--- config.mk ---
export PLATFORM = sky130hd
export DESIGN_NAME = pc_sequencer
export DESIGN_NICKNAME = d
export VERILOG_FILES = /design/src/rtl/proc_pkg.sv /design/src/rtl/next_pc_unit.sv /design/src/rtl/pc_sequencer.sv
export SDC_FILE = /design/constraint.sdc
export NUM_CORES = 1
export LEC_CHECK = 0
export CAP_MARGIN = 20
export CORE_ASPECT_RATIO = 1.1
export CORE_MARGIN = 1
export CORE_UTILIZATION = 44
export CTS_CLUSTER_DIAMETER = 40
export DETAILED_ROUTE_END_ITERATION = 16
export PLACE_DENSITY = 0.85
export SYNTH_ARGS = -nofsm -noshare
export SYNTH_HDL_FRONTEND = slang
export SYNTH_HIERARCHICAL = 1
export SYNTH_SLANG_ARGS = --single-unit
--- constraint.sdc ---
create_clock -name clock -period 4.8 [get_ports clock]
set_input_delay 0.96 -clock clock [delete_from_list [all_inputs] [get_ports clock]]
set_output_delay 0.96 -clock clock [all_outputs]
set_load 0.005 [all_outputs]
--- src/rtl/proc_pkg.sv ---
// Shared opcode constants and sequencer state encoding for the instruction
// fetch/retire sequencer and its next-PC evaluator.
package proc_pkg;

    typedef enum logic [1:0] {
        FETCH = 2'd0,
        EXEC  = 2'd1,
        HOLD  = 2'd2
    } state_e;

    localparam logic [4:0] OP_J    = 5'b00001;
    localparam logic [4:0] OP_BNE  = 5'b00010;
    localparam logic [4:0] OP_JAL  = 5'b00011;
    localparam logic [4:0] OP_JR   = 5'b00100;
    localparam logic [4:0] OP_BLT  = 5'b00110;
    localparam logic [4:0] OP_SETX = 5'b10101;
    localparam logic [4:0] OP_BEX  = 5'b10110;

endpackage

--- src/rtl/next_pc_unit.sv ---
// Combinational next-PC evaluation for the instruction held in ir: jumps,
// register jump, conditional branches and the jal link value.
module next_pc_unit
    import proc_pkg::*;
#(
    parameter int PC_W = 12
) (
    input  logic [PC_W-1:0] pc,
    input  logic [31:0]     ir,
    input  logic [31:0]     op_rd,
    input  logic [31:0]     op_rs,
    input  logic [31:0]     status,
    output logic [PC_W-1:0] next_pc,
    output logic            redirect,
    output logic            link,
    output logic [31:0]     link_data
);

    logic [4:0]      opcode;
    logic [31:0]     n_ext;
    logic [PC_W-1:0] pc_seq;
    logic [PC_W-1:0] pc_branch;
    logic [PC_W-1:0] target;
    logic            unused_bits;

    assign opcode    = ir[31:27];
    assign n_ext     = {{15{ir[16]}}, ir[16:0]};
    // All PC arithmetic is PC_W wide, so overflow and negative offsets wrap.
    assign pc_seq    = pc + PC_W'(1);
    assign pc_branch = pc_seq + n_ext[PC_W-1:0];
    assign target    = ir[PC_W-1:0];
    assign unused_bits = ^{ir, n_ext};

    always_comb begin
        next_pc   = pc_seq;
        redirect  = 1'b0;
        link      = 1'b0;
        link_data = '0;
        case (opcode)
            OP_J: begin
                next_pc  = target;
                redirect = 1'b1;
            end
            OP_JAL: begin
                next_pc   = target;
                redirect  = 1'b1;
                link      = 1'b1;
                link_data = {{(32-PC_W){1'b0}}, pc_seq};
            end
            OP_JR: begin
                next_pc  = op_rd[PC_W-1:0];
                redirect = 1'b1;
            end
            OP_BNE: begin
                if (op_rd != op_rs) begin
                    next_pc  = pc_branch;
                    redirect = 1'b1;
                end
            end
            OP_BLT: begin
                if ($signed(op_rd) < $signed(op_rs)) begin
                    next_pc  = pc_branch;
                    redirect = 1'b1;
                end
            end
            OP_BEX: begin
                if (status != 32'd0) begin
                    next_pc  = target;
                    redirect = 1'b1;
                end
            end
            OP_SETX: ;
            default: ;
        endcase
    end

endmodule

--- src/rtl/pc_sequencer.sv ---
// Fetch/execute/hold sequencer owning pc and ir; optional retired-instruction
// counter enabled by defining PC_SEQUENCER_INSTRET_EN.
module pc_sequencer
    import proc_pkg::*;
#(
    parameter int              PC_W     = 12,
    parameter logic [PC_W-1:0] RESET_PC = '0
) (
    input  logic            clock,
    input  logic            reset,
    input  logic [31:0]     instr,
    input  logic            imem_ready,
    input  logic [31:0]     op_rd,
    input  logic [31:0]     op_rs,
    input  logic [31:0]     status,
    input  logic            hold,
    output logic [PC_W-1:0] pc,
    output logic            fetch_req,
    output logic [31:0]     ir,
    output logic            exec_valid,
    output logic            redirect,
    output logic            link_we,
    output logic [31:0]     link_data,
`ifdef PC_SEQUENCER_INSTRET_EN
    output logic [31:0]     instret,
`endif
    output state_e          dbg_state
);

    // Handshake: instr is accepted on any cycle where fetch_req && imem_ready;
    // the datapath stalls retirement by holding hold high, without a timeout.

    state_e          state, state_next;
    logic            retire;
    logic [PC_W-1:0] npc;
    logic            npc_redirect;
    logic            npc_link;
    logic [31:0]     npc_link_data;

    next_pc_unit #(.PC_W(PC_W)) u_next_pc (
        .pc        (pc),
        .ir        (ir),
        .op_rd     (op_rd),
        .op_rs     (op_rs),
        .status    (status),
        .next_pc   (npc),
        .redirect  (npc_redirect),
        .link      (npc_link),
        .link_data (npc_link_data)
    );

    always_comb begin
        state_next = state;
        fetch_req  = 1'b0;
        retire     = 1'b0;
        case (state)
            FETCH: begin
                fetch_req = 1'b1;
                if (imem_ready) state_next = EXEC;
            end
            EXEC, HOLD: begin
                if (hold) begin
                    state_next = HOLD;
                end else begin
                    retire     = 1'b1;
                    state_next = FETCH;
                end
            end
            default: state_next = FETCH;
        endcase
    end

    assign exec_valid = retire;
    assign redirect   = retire & npc_redirect;
    assign link_we    = retire & npc_link;
    assign link_data  = retire ? npc_link_data : 32'd0;
    assign dbg_state  = state;

    always_ff @(posedge clock or negedge reset) begin
        if (!reset) begin
            state <= FETCH;
            pc    <= RESET_PC;
            ir    <= '0;
        end else begin
            state <= state_next;
            if (state == FETCH && imem_ready) ir <= instr;
            if (retire) pc <= npc;
        end
    end

`ifdef PC_SEQUENCER_INSTRET_EN
    always_ff @(posedge clock or negedge reset) begin
        if (!reset) instret <= '0;
        else if (retire) instret <= instret + 32'd1;
    end
`endif

endmodule

After elaboration in Yosys (flattened, before gate mapping)
Cells that the tools add are included.
{"block": "word_totals", "regBits": 46, "inputBits": 132, "output_inout_bits": 82}
{"block": "op_classes", "addsub": 2, "n_lt_le_gt_ge": 1, "n_eq_ne": 10, "mux": 17, "n_bitwise": 2, "n_reduce_logical": 6}
{"cell": "one-hot mux 12 bit (5 select lines)", "n": 1}
{"cell": "2-to-1 mux 12 bit", "n": 4}
{"cell": "less-than comparator 32 bit", "n": 1}
{"cell": "2-to-1 mux 32 bit", "n": 1}
{"cell": "!= test 32 bit", "n": 1}
{"cell": "nonzero test 32 bit", "n": 1}
{"cell": "adder 12 x 1 -> 12 bit, second input constant", "n": 1}
{"cell": "adder 12 bit", "n": 1}
{"cell": "== test 5 x 2 -> 1 bit, second input constant", "n": 2}
{"cell": "== test 5 x 3 -> 1 bit, second input constant", "n": 2}
{"cell": "2-to-1 mux 1 bit", "n": 7}
{"cell": "== test 5 x 1 -> 1 bit, second input constant", "n": 1}
{"cell": "== test 5 bit, second input constant", "n": 1}
{"cell": "2-to-1 mux 2 bit", "n": 2}
{"cell": "one-hot mux 1 bit (4 select lines)", "n": 1}
{"cell": "one-hot mux 2 bit (2 select lines)", "n": 1}
{"cell": "OR reduction 2 bit", "n": 2}
{"cell": "OR reduction 3 bit", "n": 1}
{"cell": "AND 1 bit", "n": 2}
{"cell": "== test 2 x 1 -> 1 bit, second input constant", "n": 1}
{"cell": "== test 2 bit, second input constant", "n": 1}
{"cell": "zero test 2 bit", "n": 1}
{"cell": "!= test 2 bit, second input constant", "n": 1}
{"cell": "logical AND 1 bit", "n": 1}

Depth between registers and ports, before layout
{"block": "depth", "ltp_word": 4, "mapped_depth": 14, "ltp_nobuf": 14}

By module
Netlist, hierarchy kept.
{"module": "next_pc_unit", "n_inst": 1, "cells_each": 329, "area_per_inst_um2": 2240.9, "seq_area_each_um2": 0.0}
{"module": "pc_sequencer", "n_inst": 1, "cells_each": 142, "area_per_inst_um2": 2004.4, "seq_area_each_um2": 1151.1}

Least setup slack after synthesis
OpenSTA, ideal clock, no wires.
{"block": "synth_timing", "path_type": "in2out", "startpoint": "in op_rs[7]", "endpoint": "out redirect", "arrival_time_ns": 2.818, "setup_slack_ns": 1.022, "cell_stages": 10, "n_path_buf": 0, "cell_sequence": "inv_1 > ha_1 > a21oi_1 > o21ai_0 > a211o_1 > o311ai_1 > a41o_1 > o21ai_1 > nor2_1 > and2_1"}
{"block": "synth_via", "elab_chain_cells": 4}
{"element": "from (decl)", "line": "pc_sequencer.sv:14", "rtl": "input logic [31:0] op_rs,"}
{"element": "less-than comparator 32 bit / != test 32 bit (equally long branches)", "line": "next_pc_unit.sv:61, next_pc_unit.sv:55"}
{"element": "2-to-1 mux 1 bit, on equally long branches", "line": "next_pc_unit.sv:61, next_pc_unit.sv:55"}
{"element": "one-hot mux 1 bit (4 select lines) (*)", "line": "next_pc_unit.sv:39", "rtl": "case (opcode)"}
{"element": "net npc_redirect", "line": "pc_sequencer.sv:36", "rtl": "logic npc_redirect;"}
{"element": "AND 1 bit (*)", "line": "pc_sequencer.sv:74", "rtl": "assign redirect = retire & npc_redirect;"}
{"element": "to (decl)", "line": "pc_sequencer.sv:21", "rtl": "output logic redirect,"}
Mark *: on every way through the listed nets, which the timed path passes. The rest lies on a longest branch.

Worst setup path in the final report
{"block": "layout_timing", "startpoint": "in op_rs[13]", "endpoint": "out redirect"}
The elaborated chain is that of the path after synthesis.

==> out/summary.md <==
Yosys
- 46 — number of synthesized register bits
- 0.00425 mm² — Cell Area, Synth
- 9.01 µm² — Avg Synthesized Cell Area
- 56 — unique cell type count in the Yosys netlist
- 27.1% — sequential element share of the synthesized area
- 100% — proportion of synthesized flip-flops having asynchronous set or reset
- 471 — cells after synthesis
- 0 — EDFF count, synth
- sky130_fd_sc_hd__dfrtp_1 — Post-synth top flop
- 6 — warning count from the yosys run

Place
- 0.920 — Routability Congestion
- 10400 µm — Detail Placement HPWL
- 773 — number of instances in the placed design
- 0.0589 ns — Post-Place Setup Slack
- 193 — IO buf count

Final layout
- sky130_fd_sc_hd__clkdlybuf4s50_1 — most common library cell in the layout ignoring fill and taps
- 844 — Layout Nets
- 0 — # diodes
- 192 x sky130_fd_sc_hd__clkdlybuf4s50_1, 47 x sky130_fd_sc_hd__ha_1, 46 x sky130_fd_sc_hd__dfrtp_1, 45 x sky130_fd_sc_hd__mux2_1, 44 x sky130_fd_sc_hd__inv_1 — highest-count cells in the layout ignoring fill and taps
- 3.31% — layout cells sized above 1
- 782 — final cell count without fillers
- 49.0% — Synth-to-Final Area Change
- 67.6% — Core Util, Final

Worst setup path
- output pin — critical path capture point type
- input port to output pin — worst setup path category
- 3.84 ns — Critical Path RT
- 3.80 ns — CP Data Arrival Time
- 3 — Worst Path Max Fanout
- input port — CP Launch Type
- 1.18 ns — worst reg2reg setup slack

Clocking
- 0.09 ns — clock transition at the registers of the reported paths
- 46 — total number of clock tree sinks
- 2 — CTS HTree Levels
- sky130_fd_sc_hd__clkbuf_8 — clock root buffer master
- 0 — post-CTS setup repair buffer count
- 5 — CTS buffer count
- 2 — buffer depth of the longest clock path
- built — CTS tree
- 0.30 ns — insertion delay to the later sink of the worst-skew pair

Global route
- 4125 — number of global-route vias before repair
- 1 — number of antenna violations at the first check in global routing
- 24.5% — Tot GR Track Use
- 48 — pin count of the biggest net entering global routing
- 0 — total global routing overflow
- 19200 µm — global-route wire length before repair

Route
- 5 — detailed-router iteration count before antenna repair
- 4880 µm — wire length on met1
- 6660 µm — met2 routed WL
- 0 — # DRC
- 0 — count of nets left with antenna violations after detail routing
- 4218 — number of vias after detailed routing
- 170 — DRT iter0 DRCs
- 12800 µm — Total Wirelength
- 5.39 — post-DR vias/cell
- met4 — uppermost layer routed
- 16.3 µm — mean routed wirelength per cell
- 991 µm — Detail Route met3 WL

Min path
- input port to asynchronous set/reset pin — Hold Crit Class

Floorplanning
- 37 — cell row count
- 45.4% — effective utilization at floorplan
- 214 — I/O pins
- 0.0100 mm² — area enclosed by the die boundary
- 0.00935 mm² — area of the core
- 95.7 µm — Chip Width
- 105 µm — chip height

Pwr
- 514 mW/mm² — power per unit of standard cell area
- 2.83 nW — Leak Pwr
- 0.437 mV — worst vdd rail ir drop

Timing
- 0.877 ns — slew at the pin closest to its max-slew limit
- 0.475 ns — worst hold margin
- 0 ns — Sum Neg Setup Slack
- 0 — pins over their slew limit
- 0 — final hold violations
- 0.0381 ns — worst setup margin
- 0.210 GHz — maximum clock frequency
- 0.00783 ns — worst clock skew on the final layout
- 41.6% — worst slew slack as a fraction of its limit
- 0 — Final Setup Violations
- 4.76 ns — time the worst path needs with I/O delays and setup
- 99.2% — final worst-path cycle share

Flow run
- 0 — count of maximum capacitance violations

Outcome
- finished, final reports clean — result of the run

cells in the mapped netlist, types with 7 or more instances:
cell / instances / area (µm²)
sky130_fd_sc_hd__and2_1: 36 / 225
sky130_fd_sc_hd__nor2_1: 19 / 71.3
sky130_fd_sc_hd__buf_4: 24 / 180
sky130_fd_sc_hd__nand3_1: 19 / 95.1
sky130_fd_sc_hd__o21ai_0: 10 / 50.1
sky130_fd_sc_hd__o21ai_1: 8 / 40.0
sky130_fd_sc_hd__inv_1: 44 / 165
sky130_fd_sc_hd__a21oi_1: 29 / 145
sky130_fd_sc_hd__ha_1: 47 / 588
sky130_fd_sc_hd__xnor2_1: 13 / 114
sky130_fd_sc_hd__xor2_1: 7 / 61.3
sky130_fd_sc_hd__dfrtp_1: 46 / 1150
sky130_fd_sc_hd__nor2b_1: 11 / 68.8
sky130_fd_sc_hd__a21o_1: 7 / 52.6
sky130_fd_sc_hd__nor4_1: 10 / 62.6
sky130_fd_sc_hd__nand2_1: 20 / 75.1
sky130_fd_sc_hd__mux2_1: 45 / 507
through the flow:
| stage | cell area (µm²) | power [mW] |
|---|---|---|
| finish | 6320 | 3.25 |
| global route | 6320 | 3.49 |
| CTS | 6280 | 3.24 |
| detailed placement | 6190 | 2.97 |
| global placement | 6190 | 2.87 |
| floorplan | 4320 | 2.11 |
registers in the layout, summed over array words and instances, names as in the netlist:
register,flops
pc,12
dbg_state,2
ir,32
final cells by class:
type | instances | area (µm²)
Fill cell | 749 | 3030
Tap cell | 117 | 146
Clock buffer | 7 | 86.3
Inverter | 44 | 165
Timing Repair Buffer | 199 | 1980
Sequential cell | 46 | 1150
Clock inverter | 1 | 5.00
Multi-Input combinational cell | 368 | 2790
per-layer routing:
layer  vias up  GRT usage, %
met5         -             0
met4         0          7.89
met3        28          5.17
met2       170          45.1
met1      1999          27.3
li1       2021             -
final timing paths:
path | start | to | cells after the start
max in group asynchronous | reset | ir[16]$_DFFE_PN0P_ | 2
setup / recovery | op_rs[13] | redirect | 12
min in group clock | ir[14]$_DFFE_PN0P_ | ir[14]$_DFFE_PN0P_ | 1
hold reg to reg | ir[14]$_DFFE_PN0P_ | ir[14]$_DFFE_PN0P_ | 1
setup reg to reg | pc[0]$_DFFE_PN0P_ | pc[9]$_DFFE_PN0P_ | 13
hold / removal | reset | ir[31]$_DFFE_PN0P_ | 1
cells by family after synthesis:
logic type	after synthesis	share of synthesized area (%)
AOI/OAI and AO/OA	88	13.6
xor gates and xnor gates	20	4.13
muxes	46	12.2
and+or+nand+nor	146	19.0
adders and majority gates	48	14.3
buffers and inverters	76	9.58
DFF	46	27.1
other	1	0.0883
power by group:
group          total [mW]  internal, mW  switching (mW)  leakage, nW
Combinational        2.20          1.15            1.04         2.23
Sequential          0.810         0.583           0.227        0.549
Clock               0.245         0.116           0.129       0.0482
repair_timing:
| item | in CTS | in global routing |
|---|---|---|
| hold buffers | 0 | 0 |
| setup endpoints to repair | 0 | 1 |
| resized for setup | 0 | 4 |
worst max-delay path, cell delays in order:
cell and delay (ns):
sky130_fd_sc_hd__clkdlybuf4s50_1 0.46, sky130_fd_sc_hd__inv_1 0.04, sky130_fd_sc_hd__ha_1 0.30, sky130_fd_sc_hd__nand4_2 0.17, sky130_fd_sc_hd__nor4_4 0.34, sky130_fd_sc_hd__a21boi_2 0.25, sky130_fd_sc_hd__o311ai_2 0.13, sky130_fd_sc_hd__a41o_1 0.29
sky130_fd_sc_hd__o21ai_2 0.16, sky130_fd_sc_hd__nor2_1 0.07, sky130_fd_sc_hd__and2_1 0.15, sky130_fd_sc_hd__clkdlybuf4s50_1 0.47
Power figures use the tool's default switching activity.
